## src/rtl/midi_defs.sv

```systemverilog
// Shared MIDI 1.0 constants, parser state encodings and the message-length helper.
package midi_defs;

    localparam logic [3:0] NOTE_OFF = 4'h8;
    localparam logic [3:0] NOTE_ON  = 4'h9;
    localparam logic [3:0] POLY_AT  = 4'hA;
    localparam logic [3:0] CTRL     = 4'hB;
    localparam logic [3:0] PROG     = 4'hC;
    localparam logic [3:0] CHAN_AT  = 4'hD;
    localparam logic [3:0] BEND     = 4'hE;

    localparam logic [7:0] SYSEX_START = 8'hF0;
    localparam logic [7:0] SYSEX_END   = 8'hF7;
    localparam logic [7:0] RT_MIN      = 8'hF8;

    localparam logic [1:0] ST_IDLE  = 2'd0;
    localparam logic [1:0] ST_D1    = 2'd1;
    localparam logic [1:0] ST_D2    = 2'd2;
    localparam logic [1:0] ST_SYSEX = 2'd3;

    // Number of data bytes that follow a channel status nibble.
    function automatic logic [1:0] midi_data_len(input logic [3:0] nibble);
        return (nibble == PROG || nibble == CHAN_AT) ? 2'd1 : 2'd2;
    endfunction

endpackage

```

## src/rtl/midi_parser.sv

```systemverilog
// MIDI 1.0 channel-voice parser: running status, real-time skip, SysEx discard,
// registered single-cycle event pulses and held field outputs.
module midi_parser #(
    parameter bit         OMNI    = 1'b1,
    parameter logic [3:0] CHANNEL = 4'd0
) (
    input  logic        clk,
    input  logic        reset,
    input  logic        byte_valid,
    input  logic [7:0]  byte_data,
    output logic        note_on,
    output logic        note_off,
    output logic        cc_valid,
    output logic        prog_valid,
    output logic        bend_valid,
    output logic [3:0]  channel,
    output logic [6:0]  key,
    output logic [6:0]  value,
    output logic [13:0] bend,
    output logic        sync_err
);
    import midi_defs::*;

    logic [1:0]  state_q, state_d;
    logic [7:0]  status_q, status_d;
    logic [6:0]  d1_q, d1_d;

    logic        note_on_d, note_off_d, cc_valid_d, prog_valid_d, bend_valid_d, sync_err_d;
    logic [3:0]  channel_d;
    logic [6:0]  key_d, value_d;
    logic [13:0] bend_d;

    logic        complete;
    logic [6:0]  msg_d1;
    logic [6:0]  msg_d2;
    logic        accept;

    assign accept = OMNI || (status_q[3:0] == CHANNEL);

    always_comb begin
        state_d      = state_q;
        status_d     = status_q;
        d1_d         = d1_q;
        note_on_d    = 1'b0;
        note_off_d   = 1'b0;
        cc_valid_d   = 1'b0;
        prog_valid_d = 1'b0;
        bend_valid_d = 1'b0;
        sync_err_d   = 1'b0;
        channel_d    = channel;
        key_d        = key;
        value_d      = value;
        bend_d       = bend;
        complete     = 1'b0;
        msg_d1       = d1_q;
        msg_d2       = byte_data[6:0];

        // Real-time bytes fall through untouched.
        if (byte_valid && byte_data < RT_MIN) begin
            if (byte_data[7]) begin
                if (byte_data >= SYSEX_START) begin
                    status_d = 8'h00;
                    state_d  = (byte_data == SYSEX_START) ? ST_SYSEX : ST_IDLE;
                end else begin
                    status_d = byte_data;
                    state_d  = ST_D1;
                end
            end else begin
                unique case (state_q)
                    ST_IDLE: sync_err_d = 1'b1;
                    ST_D1: begin
                        d1_d = byte_data[6:0];
                        if (midi_data_len(status_q[7:4]) == 2'd1) begin
                            complete = 1'b1;
                            msg_d1   = byte_data[6:0];
                        end else begin
                            state_d = ST_D2;
                        end
                    end
                    ST_D2: begin
                        complete = 1'b1;
                        state_d  = ST_D1;
                    end
                    ST_SYSEX: begin
                    end
                endcase
            end
        end

        if (complete && accept) begin
            case (status_q[7:4])
                NOTE_OFF: begin
                    note_off_d = 1'b1;
                    channel_d  = status_q[3:0];
                    key_d      = msg_d1;
                    value_d    = msg_d2;
                end
                NOTE_ON: begin
                    // Velocity 0 is a note-off by MIDI convention.
                    note_on_d  = (msg_d2 != 7'd0);
                    note_off_d = (msg_d2 == 7'd0);
                    channel_d  = status_q[3:0];
                    key_d      = msg_d1;
                    value_d    = msg_d2;
                end
                CTRL: begin
                    cc_valid_d = 1'b1;
                    channel_d  = status_q[3:0];
                    key_d      = msg_d1;
                    value_d    = msg_d2;
                end
                PROG: begin
                    prog_valid_d = 1'b1;
                    channel_d    = status_q[3:0];
                    value_d      = msg_d1;
                end
                BEND: begin
                    bend_valid_d = 1'b1;
                    channel_d    = status_q[3:0];
                    bend_d       = {msg_d2, msg_d1};
                end
                default: begin
                end
            endcase
        end
    end

    always_ff @(posedge clk or posedge reset) begin
        if (reset) begin
            state_q    <= ST_IDLE;
            status_q   <= 8'h00;
            d1_q       <= 7'd0;
            note_on    <= 1'b0;
            note_off   <= 1'b0;
            cc_valid   <= 1'b0;
            prog_valid <= 1'b0;
            bend_valid <= 1'b0;
            sync_err   <= 1'b0;
            channel    <= 4'd0;
            key        <= 7'd0;
            value      <= 7'd0;
            bend       <= 14'h2000;
        end else begin
            state_q    <= state_d;
            status_q   <= status_d;
            d1_q       <= d1_d;
            note_on    <= note_on_d;
            note_off   <= note_off_d;
            cc_valid   <= cc_valid_d;
            prog_valid <= prog_valid_d;
            bend_valid <= bend_valid_d;
            sync_err   <= sync_err_d;
            channel    <= channel_d;
            key        <= key_d;
            value      <= value_d;
            bend       <= bend_d;
        end
    end

endmodule
```

## config.mk

```make
export PLATFORM = sky130hd
export DESIGN_NAME = midi_parser
export DESIGN_NICKNAME = d
export VERILOG_FILES = /design/src/rtl/midi_defs.sv /design/src/rtl/midi_parser.sv
export SDC_FILE = /design/constraint.sdc
export NUM_CORES = 1
export LEC_CHECK = 0
export CORE_MARGIN = 2
export CORE_UTILIZATION = 55
export CTS_BUF_LIST = sky130_fd_sc_hd__clkbuf_8
export CTS_CLUSTER_DIAMETER = 40
export DETAILED_ROUTE_END_ITERATION = 16
export PLACE_DENSITY = 0.85
export RECOVER_POWER = 50
export SLEW_MARGIN = 25
export SYNTH_ARGS = -nofsm -noshare
export SYNTH_HDL_FRONTEND = slang
export SYNTH_SLANG_ARGS = --single-unit
```

## constraint.sdc

```tcl
create_clock -name clk -period 4.88 [get_ports clk]
set_input_delay 0.976 -clock clk [delete_from_list [all_inputs] [get_ports clk]]
set_output_delay 0.976 -clock clk [all_outputs]
set_load 0.05 [all_outputs]
```

==> results of run 1 <==
==> per-layer routing <==
layer / wire, µm / vias to the layer above / GRT usage / part of all wire
li1: - / 817 / - / -
met5: 0 / - / 0 / 0
met3: 229 / 9 / 0.0556 / 0.046
met1: 2230 / 856 / 0.285 / 0.45
met4: 75 / 0 / 0.0839 / 0.015
met2: 2440 / 43 / 0.331 / 0.49
==> kinds of logic (layout without fill, tap and decap cells) <==
logic type,count (synthesis),count (layout),share of synthesized area
buf+inv,27,71,0.0458
simple gates,47,47,0.110
compound gates,42,42,0.119
flops,55,55,0.561
mux,34,34,0.149
fa+ha+maj,3,3,0.0153
==> sequential cells by signal, summed over array words and instances (netlist names), 2 cells and up <==
register  flops
bend         14
channel       4
d1_q          7
status_q      8
state_q       2
value         7
key           7
==> placed cells by master, fill, tap and decap left out, drive strengths merged, types with 2 or more instances in the layout <==
master	n
a21oi	11
o21a	7
nor2	11
o21ai	9
o32a	7
mux2i	14
nand3b	2
mux2	20
o21bai	2
nand2	17
nand4	3
dlygate4sd3	3
nand2b	2
ha	3
a211oi	2
inv	16
clkbuf	5
nor3	2
nand4b	3
clkdlybuf4s50	45
dfrtp	54
==> stage by stage <==
stage / utilization / hold slack, ns / instance area (µm²) / cells / power (W)
3_5_place_dp: 0.682 / 0.475 / 2950 / 296 / 0.00144
3_3_place_gp: 0.681 / 0.468 / 2950 / 296 / 0.00142
5_1_grt: 0.701 / 0.521 / 3030 / 304 / 0.00179
2_1_floorplan: - / 0.446 / 2460 / 208 / 0.00120
4_1_cts: 0.707 / 0.498 / 3060 / 304 / 0.00173
6_report: 0.701 / 0.493 / 3030 / 304 / 0.00171
==> area by class of cell <==
cell class	count	area share
clock buffers	5	0.0227
flip-flops and latches	55	0.454
well taps	52	0.0215
repair buffers	48	0.158
inverters	15	0.0190
multi-input cells	126	0.312
clock inverters	3	0.0124
==> where the power goes <==
| part | internal, W | leakage (nW) | switching, W |
|---|---|---|---|
| clock | 0.000150 | 0.0607 | 0.000141 |
| combinational | 0.000288 | 0.690 | 0.000462 |
| sequential | 0.000582 | 0.677 | 0.0000847 |
| total | 0.00102 | 1.43 | 0.000688 |
==> worst max path at each step <==
stage / startpoint / to / cells after the start
floorplan: reset / bend[0] / 1
global placement: byte_valid / bend[12] / 5
detailed placement: byte_valid / bend[12] / 5
CTS: byte_valid / bend[12] / 5
global route: byte_data[7] / bend[12] / 5
finish: byte_data[7] / bend[12] / 5
==> worst register-to-register path: cells and delay by family (launching register included) <==
family | cells | cell delay (ns)
adder cells (fa/ha/maj) | 1 | 0.28
buffers and inverters | 1 | 0.08
flip-flops | 1 | 0.40
multiplexers | 1 | 0.53
AND/OR/NAND/NOR | 3 | 1.16
==> run summary, run 1 <==
========================================================================================
Post-synthesis cell area                                                        2460 µm²
Final routed DRC violation total                                                       0
Vias per inst                                                                       5.67
Post-synth top area share                                                          0.550
GRT overflow                                                                           0
Number of global-route vias before repair                                          1,735
Cell family with most CP delay                                              simple AND/OR/NAND/NOR gates
Number of instances resized during post-cts repair                                     0
Peak VDD IR                                                                   0.000417 V
Final-stage net count                                                                265
Nature of the critical path endpoint                                           flip-flop
Die Span Y                                                                       70.8 µm
Net count of the mapped netlist                                                      222
Clock Sink Count                                                                      55
FF-to-FF path depth                                                                    6
Overall fraction of global-route tracks in use                                     0.212
Outcome                                                                     complete, but fails checks
Launch instance of the worst register-to-register path                        state_q[0]
Crit path max-delay cell type                                               sky130_fd_sc_hd__dlygate4sd3_1
Number of buffers created by CTS                                                       5
Element type at the critical path start                                       input port
Hold violation total from the final report                                             0
Pin count of the biggest net entering global routing                                  56
Most area-hungry cell type in the Yosys netlist                             sky130_fd_sc_hd__dfrtp_1
Io pins                                                                               49
Area taken by flip-flops and latches                                            1380 µm²
Latest clock arrival within the worst-skew pair                                  0.31 ns
Power density relative to cell area                                           563 nW/µm²
Crit path largest cell delay                                                     0.62 ns
Worst slew slack as a fraction of its limit                                       -0.555
Average footprint of a synthesized cell                                         11.8 µm²
Portion of the clock cycle consumed by the worst path in the final layout          0.654
Yosys cell types                                                                      38
Fraction of synthesis flops using an asynchronous set or reset pin                  1.00
Count of TritonRoute iterations in the first routing pass                              4
Maximum achievable frequency                                                   0.313 GHz
Post-DP HPWL                                                                     3420 µm
First-pass GRT wire length                                                       8330 µm
Source of the worst hold timing path                                         status_q[2]
Slew Viols, Final                                                                     56
Cells taking the most area after synthesis                                  sky130_fd_sc_hd__dfrtp_1 55%, sky130_fd_sc_hd__mux2_2 8.7%, sky130_fd_sc_hd__mux2i_1 5.7%
Final setup skew                                                              0.00523 ns
Detailed-route wire length per cell                                              16.3 µm
Die outline area                                                                5020 µm²
Yosys warning total                                                                    0
Worst Path Max Fanout                                                                 15
Buf+Inv Stages, Crit Path                                                              1
CTS HTree Levels                                                                       2
Register-to-Register Setup Slack                                                 2.31 ns
Count of hold buffers inserted by post-cts repair                                      0
DR iter-0 viols                                                                      156
Width of the die                                                                 70.8 µm
Final setup violation count                                                            0
Final critical delay including setup and external delays                         3.19 ns
Count of antenna-violating nets left after detailed routing                            0
Placeable core area                                                             4320 µm²
CP arrival                                                                       3.38 ns
Number of cell rows                                                                   24
Final total negative setup slack                                                    0 ns
Post-synthesis sequential area ratio                                               0.561
Clk root buf                                                                sky130_fd_sc_hd__clkbuf_8
Gate Count Post-Synth                                                                208
Failing checks                                                              max-capacitance violations, max-slew violations
End of the worst register-to-register path                                      bend[12]
Number of diodes                                                                       0
Clock tree buffer depth                                                                2
GP Congestion                                                                      0.852
Clock-pin slew on the worst setup and hold paths                                 0.09 ns
Most common flop cell mapped by yosys                                       sky130_fd_sc_hd__dfrtp_1
Number of input and output port buffers inserted                                      48
Count of vias placed by the detailed router                                        1,725
Setup Buffers After CTS                                                                0
Worst min-delay path category                                               flip-flop to flip-flop
Min-Delay Path Depth                                                                   2
Detailed Route WL                                                                4970 µm
TritonCTS clock tree                                                                done
Most common cell in the synthesized netlist                                 sky130_fd_sc_hd__dfrtp_1
Leakage power summed over all cells                                              1.43 nW
RSZ-0062 raised after global routing                                               false
Flip-flop and latch count after synthesis                                             55
Total of fill cells in the finished design                                           331
Starting utilization of the core area                                              0.568
Share of cells above drive strength 1                                              0.123
Initial antenna violation count                                                        0
Crit Path Category                                                          input port to flip-flop
Number of flops mapped to enable cells by yosys                                        0
Number of maximum-capacitance constraint violations                                    1
DP Worst Slack                                                                   1.79 ns
Pin slew with the least headroom to its limit                                    2.32 ns
Area taken by multi-input logic gates                                            946 µm²
Min-Delay Endpoint                                                           status_q[2]
Worst path setup slack after routing                                             1.69 ns
Critical Path RT                                                                 5.07 ns
Post-synth top cells                                                        54 x sky130_fd_sc_hd__dfrtp_1, 19 x sky130_fd_sc_hd__mux2_2, 17 x sky130_fd_sc_hd__nand2_1
Critical path, cell by cell                                                 dlygate4sd3_1 -> nand4b_1 -> nor2_1 -> nand4_2 -> mux2_1
Layout-stage area growth over the synthesis result                                 23.4%
========================================================================================
(Power assumes the default switching activity.)
==> run 2: changes to the inputs <==
Settings changed: CORE_UTILIZATION 55 to 48, PLACE_DENSITY 0.85 to 0.79.
Clock period 4.88 ns to 2.8 ns, I/O delays scaled along.
==> run summary, run 2 (same netlist as run 1, synthesis figures left out) <==
========================================================================================
Crit path largest cell delay                                                     0.64 ns   +0.02 ns
Element type at the critical path start                                       input port
Launch instance of the worst register-to-register path                        state_q[0]
Maximum achievable frequency                                                   0.440 GHz
GRT overflow                                                                           0   unchanged
Most used cells in the layout excluding fill and tap cells                  54 x sky130_fd_sc_hd__dfrtp_1, 44 x sky130_fd_sc_hd__clkdlybuf4s50_1, 19 x sky130_fd_sc_hd__mux2_2
Final setup violation count                                                            0   unchanged
Share of cells above drive strength 1                                              0.159   +0.0361
Critical path, cell by cell                                                 dlygate4sd3_1 -> nand4b_4 -> a211oi_1 -> clkbuf_1 -> nor2_1 -> a21oi_1
Nature of the critical path endpoint                                           flip-flop
Register-to-Register Setup Slack                                                 0.62 ns   -1.69 ns
DR iter-0 viols                                                                      224   +44%
Number of global-route vias before repair                                          1,715   -1.2%
Initial antenna violation count                                                        0   unchanged
Number of cell rows                                                                   26   +8.3%
Portion of the clock cycle consumed by the worst path in the final layout          0.811
Leakage power summed over all cells                                              1.50 nW   +5.0%
Leading cell type in the layout, fill and taps excluded                     sky130_fd_sc_hd__dfrtp_1
Placeable core area                                                             5010 µm²   +16%
Worst hold slack after final layout                                             0.499 ns   +0.00658 ns
Count of vias placed by the detailed router                                        1,785   +3.5%
Final routed DRC violation total                                                       0   unchanged
Detailed Route WL                                                                5390 µm   +8.5%
CTS HTree Levels                                                                       2   unchanged
Number of diodes                                                                       0   unchanged
Number of buffers created by CTS                                                       5   unchanged
Detailed-route wire length per cell                                              16.1 µm   -1.3%
Area taken by multi-input logic gates                                            960 µm²   +1.5%
Number of maximum-capacitance constraint violations                                    0   -1
Number of instances resized during post-cts repair                                     0   unchanged
Critical Path RT                                                                 3.04 ns   -2.03 ns
Slew Viols, Final                                                                      0   -100%
Leading registers by flop count                                             bend x14, status_q x8
Width of the die                                                                 75.6 µm   +6.6%
Pin count of the biggest net entering global routing                                  46   -18%
Vias per inst                                                                       5.34   -5.8%
Hold violation total from the final report                                             0   unchanged
Clk root buf                                                                sky130_fd_sc_hd__clkbuf_8
Clock tree buffer depth                                                                2   unchanged
Die Span Y                                                                       75.6 µm   +6.6%
Clock-pin slew on the worst setup and hold paths                                 0.10 ns   about the same
Setup Buffers After CTS                                                                0   unchanged
CP arrival                                                                       2.51 ns   -0.87 ns
Final-stage net count                                                                277   +4.5%
Worst slew slack as a fraction of its limit                                        0.283   +0.838
Final total negative setup slack                                                    0 ns   unchanged
Worst path setup slack after routing                                            0.529 ns   -1.16 ns
Post-DP HPWL                                                                     3900 µm   +14%
TritonCTS clock tree                                                                done
First-pass GRT wire length                                                       8590 µm   +3.1%
Overall fraction of global-route tracks in use                                     0.207   -0.00470
Final setup skew                                                              0.00699 ns   +0.00176 ns
Area taken by flip-flops and latches                                            1380 µm²   unchanged
Crit Path Category                                                          input port to flip-flop
Routed met2 length                                                               2570 µm   +5.6%
Share of the core filled with cells                                                0.626   -0.0753
Layout-stage area growth over the synthesis result                                 27.6%
Latest clock arrival within the worst-skew pair                                  0.31 ns   about the same
Starting utilization of the core area                                              0.491   -0.0778
GP Congestion                                                                      0.891   +4.6%
Power density relative to cell area                                           946 nW/µm²   +68%
WL met1                                                                          2430 µm   +9.1%
Final critical delay including setup and external delays                         2.27 ns
Count of antenna-violating nets left after detailed routing                            0   unchanged
Outcome                                                                        completed
Worst min-delay path category                                               flip-flop to flip-flop
Met3 WL                                                                           264 µm   +15%
RSZ-0062 raised after global routing                                               false
Number of input and output port buffers inserted                                      48   unchanged
DP Worst Slack                                                                  0.296 ns   -1.50 ns
Pwr Total                                                                      0.00297 W   +74%
Worst Path Max Fanout                                                                 14   -1
Source of the worst hold timing path                                         status_q[3]
Total of fill cells in the finished design                                           437   +32%
Beginning of the critical path                                              byte_data[7]
Count of hold buffers inserted by post-cts repair                                      0   unchanged
Die outline area                                                                5710 µm²   +14%
Crit path max-delay cell type                                               sky130_fd_sc_hd__dlygate4sd3_1
Io pins                                                                               49   unchanged
Clock Sink Count                                                                      55   unchanged
Uppermost signal routing layer after detailed routing                               met4
Register ranked first by flip-flop count                                            bend
Count of TritonRoute iterations in the first routing pass                              4   unchanged
Pin slew with the least headroom to its limit                                    1.08 ns   -1.24 ns
Peak VDD IR                                                                   0.000617 V   +48%
Max FFs per register                                                                  14   unchanged
========================================================================================
run 2: changes by cell type in the layout (fill, tap and decap cells not counted), sizes merged:
cell | before | now
clkinv | 0 | 1
buf | 0 | 9
bufinv | 1 | 0
clkbuf | 5 | 9
clkinvlp | 1 | 0
dlygate4sd3 | 3 | 4
clkdlybuf4s50 | 45 | 44
run 2: per-stage QoR:
| step | instance area [µm²] | std cells |
|---|---|---|
| 3_3_place_gp | 3070 | 326 |
| 3_5_place_dp | 3070 | 326 |
| 6_report | 3140 | 334 |
| 5_1_grt | 3140 | 334 |
| 2_1_floorplan | 2460 | 208 |
| 4_1_cts | 3170 | 334 |
run 2: layout make-up:
type	instances	area share
clock inverters	2	0.00399
flip-flops and latches	55	0.439
multi-input cells	126	0.306
inverters	15	0.0179
well taps	70	0.0279
repair buffers	60	0.179
clock buffers	6	0.0263
run 2: routing by layer:
layer | up-vias | GRT usage
met5 | - | 0
met4 | 0 | 0.0877
met3 | 8 | 0.0476
met2 | 58 | 0.313
met1 | 874 | 0.289
li1 | 845 | -
run 2: path summary, 6_finish.rpt:
path                                    end  depth (start not counted)
worst max register to register       key[5]                          7
worst min register to register  status_q[3]                          2
worst min-delay path            status_q[3]                          2
max in group asynchronous        state_q[1]                          3
worst max-delay path                 key[5]                          6
min in group asynchronous           bend[4]                          2
run 2: power breakdown:
group / switching [W] / internal (W)
Combinational: 0.000818 / 0.000516
Clock: 0.000260 / 0.000200
Sequential: 0.000161 / 0.00101
run 2: worst max-delay path: cells and delay by family:
kind / cells / cell delay (ns)
buffers and inverters: 2 / 1.13
AOI/OAI and AO/OA: 2 / 0.44
and+or+nand+nor: 2 / 0.38
==> run 3: changes to the inputs <==
Settings changed: CORE_UTILIZATION 48 to 53, PLACE_DENSITY 0.79 to 0.83.
Clock period 2.8 ns to 2.1 ns, I/O delays scaled along.
==> run summary, run 3 (same netlist as run 1, synthesis figures left out) <==
========================================================================================
Outcome                                                                        completed
Number of input and output port buffers inserted                                      48   unchanged
Io pins                                                                               49   unchanged
Number of cell rows                                                                   24   -7.7%
Number of global-route vias before repair                                          1,852   +8.0%
Pin slew with the least headroom to its limit                                    1.31 ns   +0.236 ns
CP arrival                                                                       2.18 ns   -0.33 ns
Final routed DRC violation total                                                       0   unchanged
Final-stage net count                                                                287   +3.6%
Power density relative to cell area                                          1220 nW/µm²   +29%
CTS HTree Levels                                                                       2   unchanged
Worst hold slack after final layout                                             0.488 ns   -0.0113 ns
DR iter-0 viols                                                                      184   -18%
Worst min-delay path category                                               flip-flop to flip-flop
Clock tree buffer depth                                                                2   unchanged
TritonCTS clock tree                                                                done
Setup Buffers After CTS                                                                0   unchanged
Hold violation total from the final report                                             0   unchanged
Crit Path Category                                                          input port to flip-flop
Crit path largest cell delay                                                     0.56 ns   -0.08 ns
First-pass GRT wire length                                                       8890 µm   +3.5%
GRT overflow                                                                           0   unchanged
Crit path max-delay cell type                                               sky130_fd_sc_hd__dlygate4sd3_1
Worst slew slack as a fraction of its limit                                        0.125   -0.157
Count of TritonRoute iterations in the first routing pass                              4   unchanged
Element type at the critical path start                                       input port
Final critical delay including setup and external delays                         2.00 ns
Critical path, cell by cell                                                 dlygate4sd3_1 -> clkbuf_1 -> nand3b_2 -> clkbuf_1 -> mux2_2
Number of instances resized during post-cts repair                                     0   unchanged
Overall fraction of global-route tracks in use                                     0.220   +0.0126
Number of diodes                                                                       0   unchanged
Starting utilization of the core area                                              0.557   +0.0662
Maximum achievable frequency                                                   0.500 GHz
Initial antenna violation count                                                        0   unchanged
Worst Path Max Fanout                                                                  7   -7
Leading registers by flop count                                             bend x14, status_q x8
Portion of the clock cycle consumed by the worst path in the final layout          0.953
Post-DP HPWL                                                                     3830 µm   -1.9%
Clk root buf                                                                sky130_fd_sc_hd__clkbuf_8
Peak VDD IR                                                                   0.000903 V   +46%
Leading cell type in the layout, fill and taps excluded                     sky130_fd_sc_hd__dfrtp_1
GP Congestion                                                                      0.899   +0.82%
Count of hold buffers inserted by post-cts repair                                      0   unchanged
Detailed-route wire length per cell                                              16.4 µm   +1.4%
Die outline area                                                                5200 µm²   -8.9%
Number of maximum-capacitance constraint violations                                    0   unchanged
Latest clock arrival within the worst-skew pair                                  0.30 ns   about the same
RSZ-0062 raised after global routing                                               false
Slew Viols, Final                                                                      0   unchanged
Number of buffers created by CTS                                                       5   unchanged
Clock-pin slew on the worst setup and hold paths                                 0.08 ns   -0.02 ns
Pin count of the biggest net entering global routing                                  56   +22%
Detailed Route WL                                                                5330 µm   -1.0%
Placeable core area                                                             4410 µm²   -12%
Share of cells above drive strength 1                                              0.193   +0.0343
Most used cells in the layout excluding fill and tap cells                  54 x sky130_fd_sc_hd__dfrtp_1, 45 x sky130_fd_sc_hd__clkdlybuf4s50_1, 19 x sky130_fd_sc_hd__mux2_2
Count of antenna-violating nets left after detailed routing                            0   unchanged
Critical Path RT                                                                 2.28 ns   -0.76 ns
Width of the die                                                                 72.1 µm   -4.6%
Vias per inst                                                                       5.71   +6.8%
Die Span Y                                                                       72.1 µm   -4.6%
Final setup violation count                                                            0   unchanged
Max FFs per register                                                                  14   unchanged
Layout-stage area growth over the synthesis result                                 30.8%
Final setup skew                                                               0.0118 ns   +0.00481 ns
Most Frequent Cell on Critical Path                                         sky130_fd_sc_hd__clkbuf_1
Count of vias placed by the detailed router                                        1,860   +4.2%
Leakage power summed over all cells                                              1.54 nW   +2.6%
Final total negative setup slack                                                    0 ns   unchanged
Clock Sink Count                                                                      55   unchanged
Nature of the critical path endpoint                                           flip-flop
Register ranked first by flip-flop count                                            bend
========================================================================================
==> run 3: cell types whose count changed in the layout (fill, tap and decap cells not counted), moves of 2 or more <==
cell	delta
sky130_fd_sc_hd__buf_12	+2
sky130_fd_sc_hd__buf_4	+5
sky130_fd_sc_hd__clkbuf_1	+3
sky130_fd_sc_hd__dlygate4sd3_1	-2
==> run 3: report_power, final <==
part	switching (W)	internal, W
sequential	0.000213	0.00135
clock	0.000316	0.000223
combinational	0.00111	0.000719
total	0.00164	0.00229
==> run 3: path summary, 6_finish.rpt <==
path                              start           to  slack [ns]  cells past startpoint
max                        byte_data[7]      d1_q[1]         0.1                      5
min                         status_q[2]  status_q[2]        0.49                      2
max reg2reg                  state_q[1]   channel[0]        0.16                      6
min reg2reg                 status_q[2]  status_q[2]        0.49                      2
max in group asynchronous         reset   channel[2]        0.31                      3
min in group asynchronous         reset     cc_valid        0.99                      3
==> run 3: area by class of cell <==
| cell class | count | area [µm²] |
|---|---|---|
| clock buffer | 5 | 68.8 |
| clock inverter | 3 | 11.3 |
| fill | 330 | 1200 |
| inverter | 15 | 56.3 |
| multi-input combinational | 126 | 990 |
| sequential | 55 | 1380 |
| tap | 52 | 65.1 |
| timing repair buffer | 70 | 644 |
==> run 3: per-stage QoR <==
step | setup WS [ns] | instances | util | total power [W] | instance area [µm²]
5_1_grt | 0.0207 | 326 | 0.728 | 0.00413 | 3210
6_report | 0.0980 | 326 | 0.728 | 0.00393 | 3210
3_3_place_gp | -0.0441 | 318 | 0.713 | 0.00336 | 3150
3_5_place_dp | -0.0843 | 318 | 0.713 | 0.00341 | 3150
2_1_floorplan | 0.222 | 208 | - | 0.00279 | 2460
4_1_cts | 0.0810 | 326 | 0.731 | 0.00395 | 3230
==> run 3: critical path, delay by kind of cell <==
family / cells / cell delay (ns)
AND/OR/NAND/NOR: 1 / 0.20
multiplexers: 1 / 0.39
buffers and inverters: 3 / 1.18
==> run 3: layer usage <==
metal | share of wire | vias to the layer above | track usage | wire length [µm]
met5 | 0 | - | 0 | 0
met4 | 0.015 | 0 | 0.0566 | 80
met3 | 0.062 | 10 | 0.0458 | 329
met2 | 0.48 | 74 | 0.353 | 2560
met1 | 0.44 | 909 | 0.308 | 2370
li1 | - | 867 | - | -
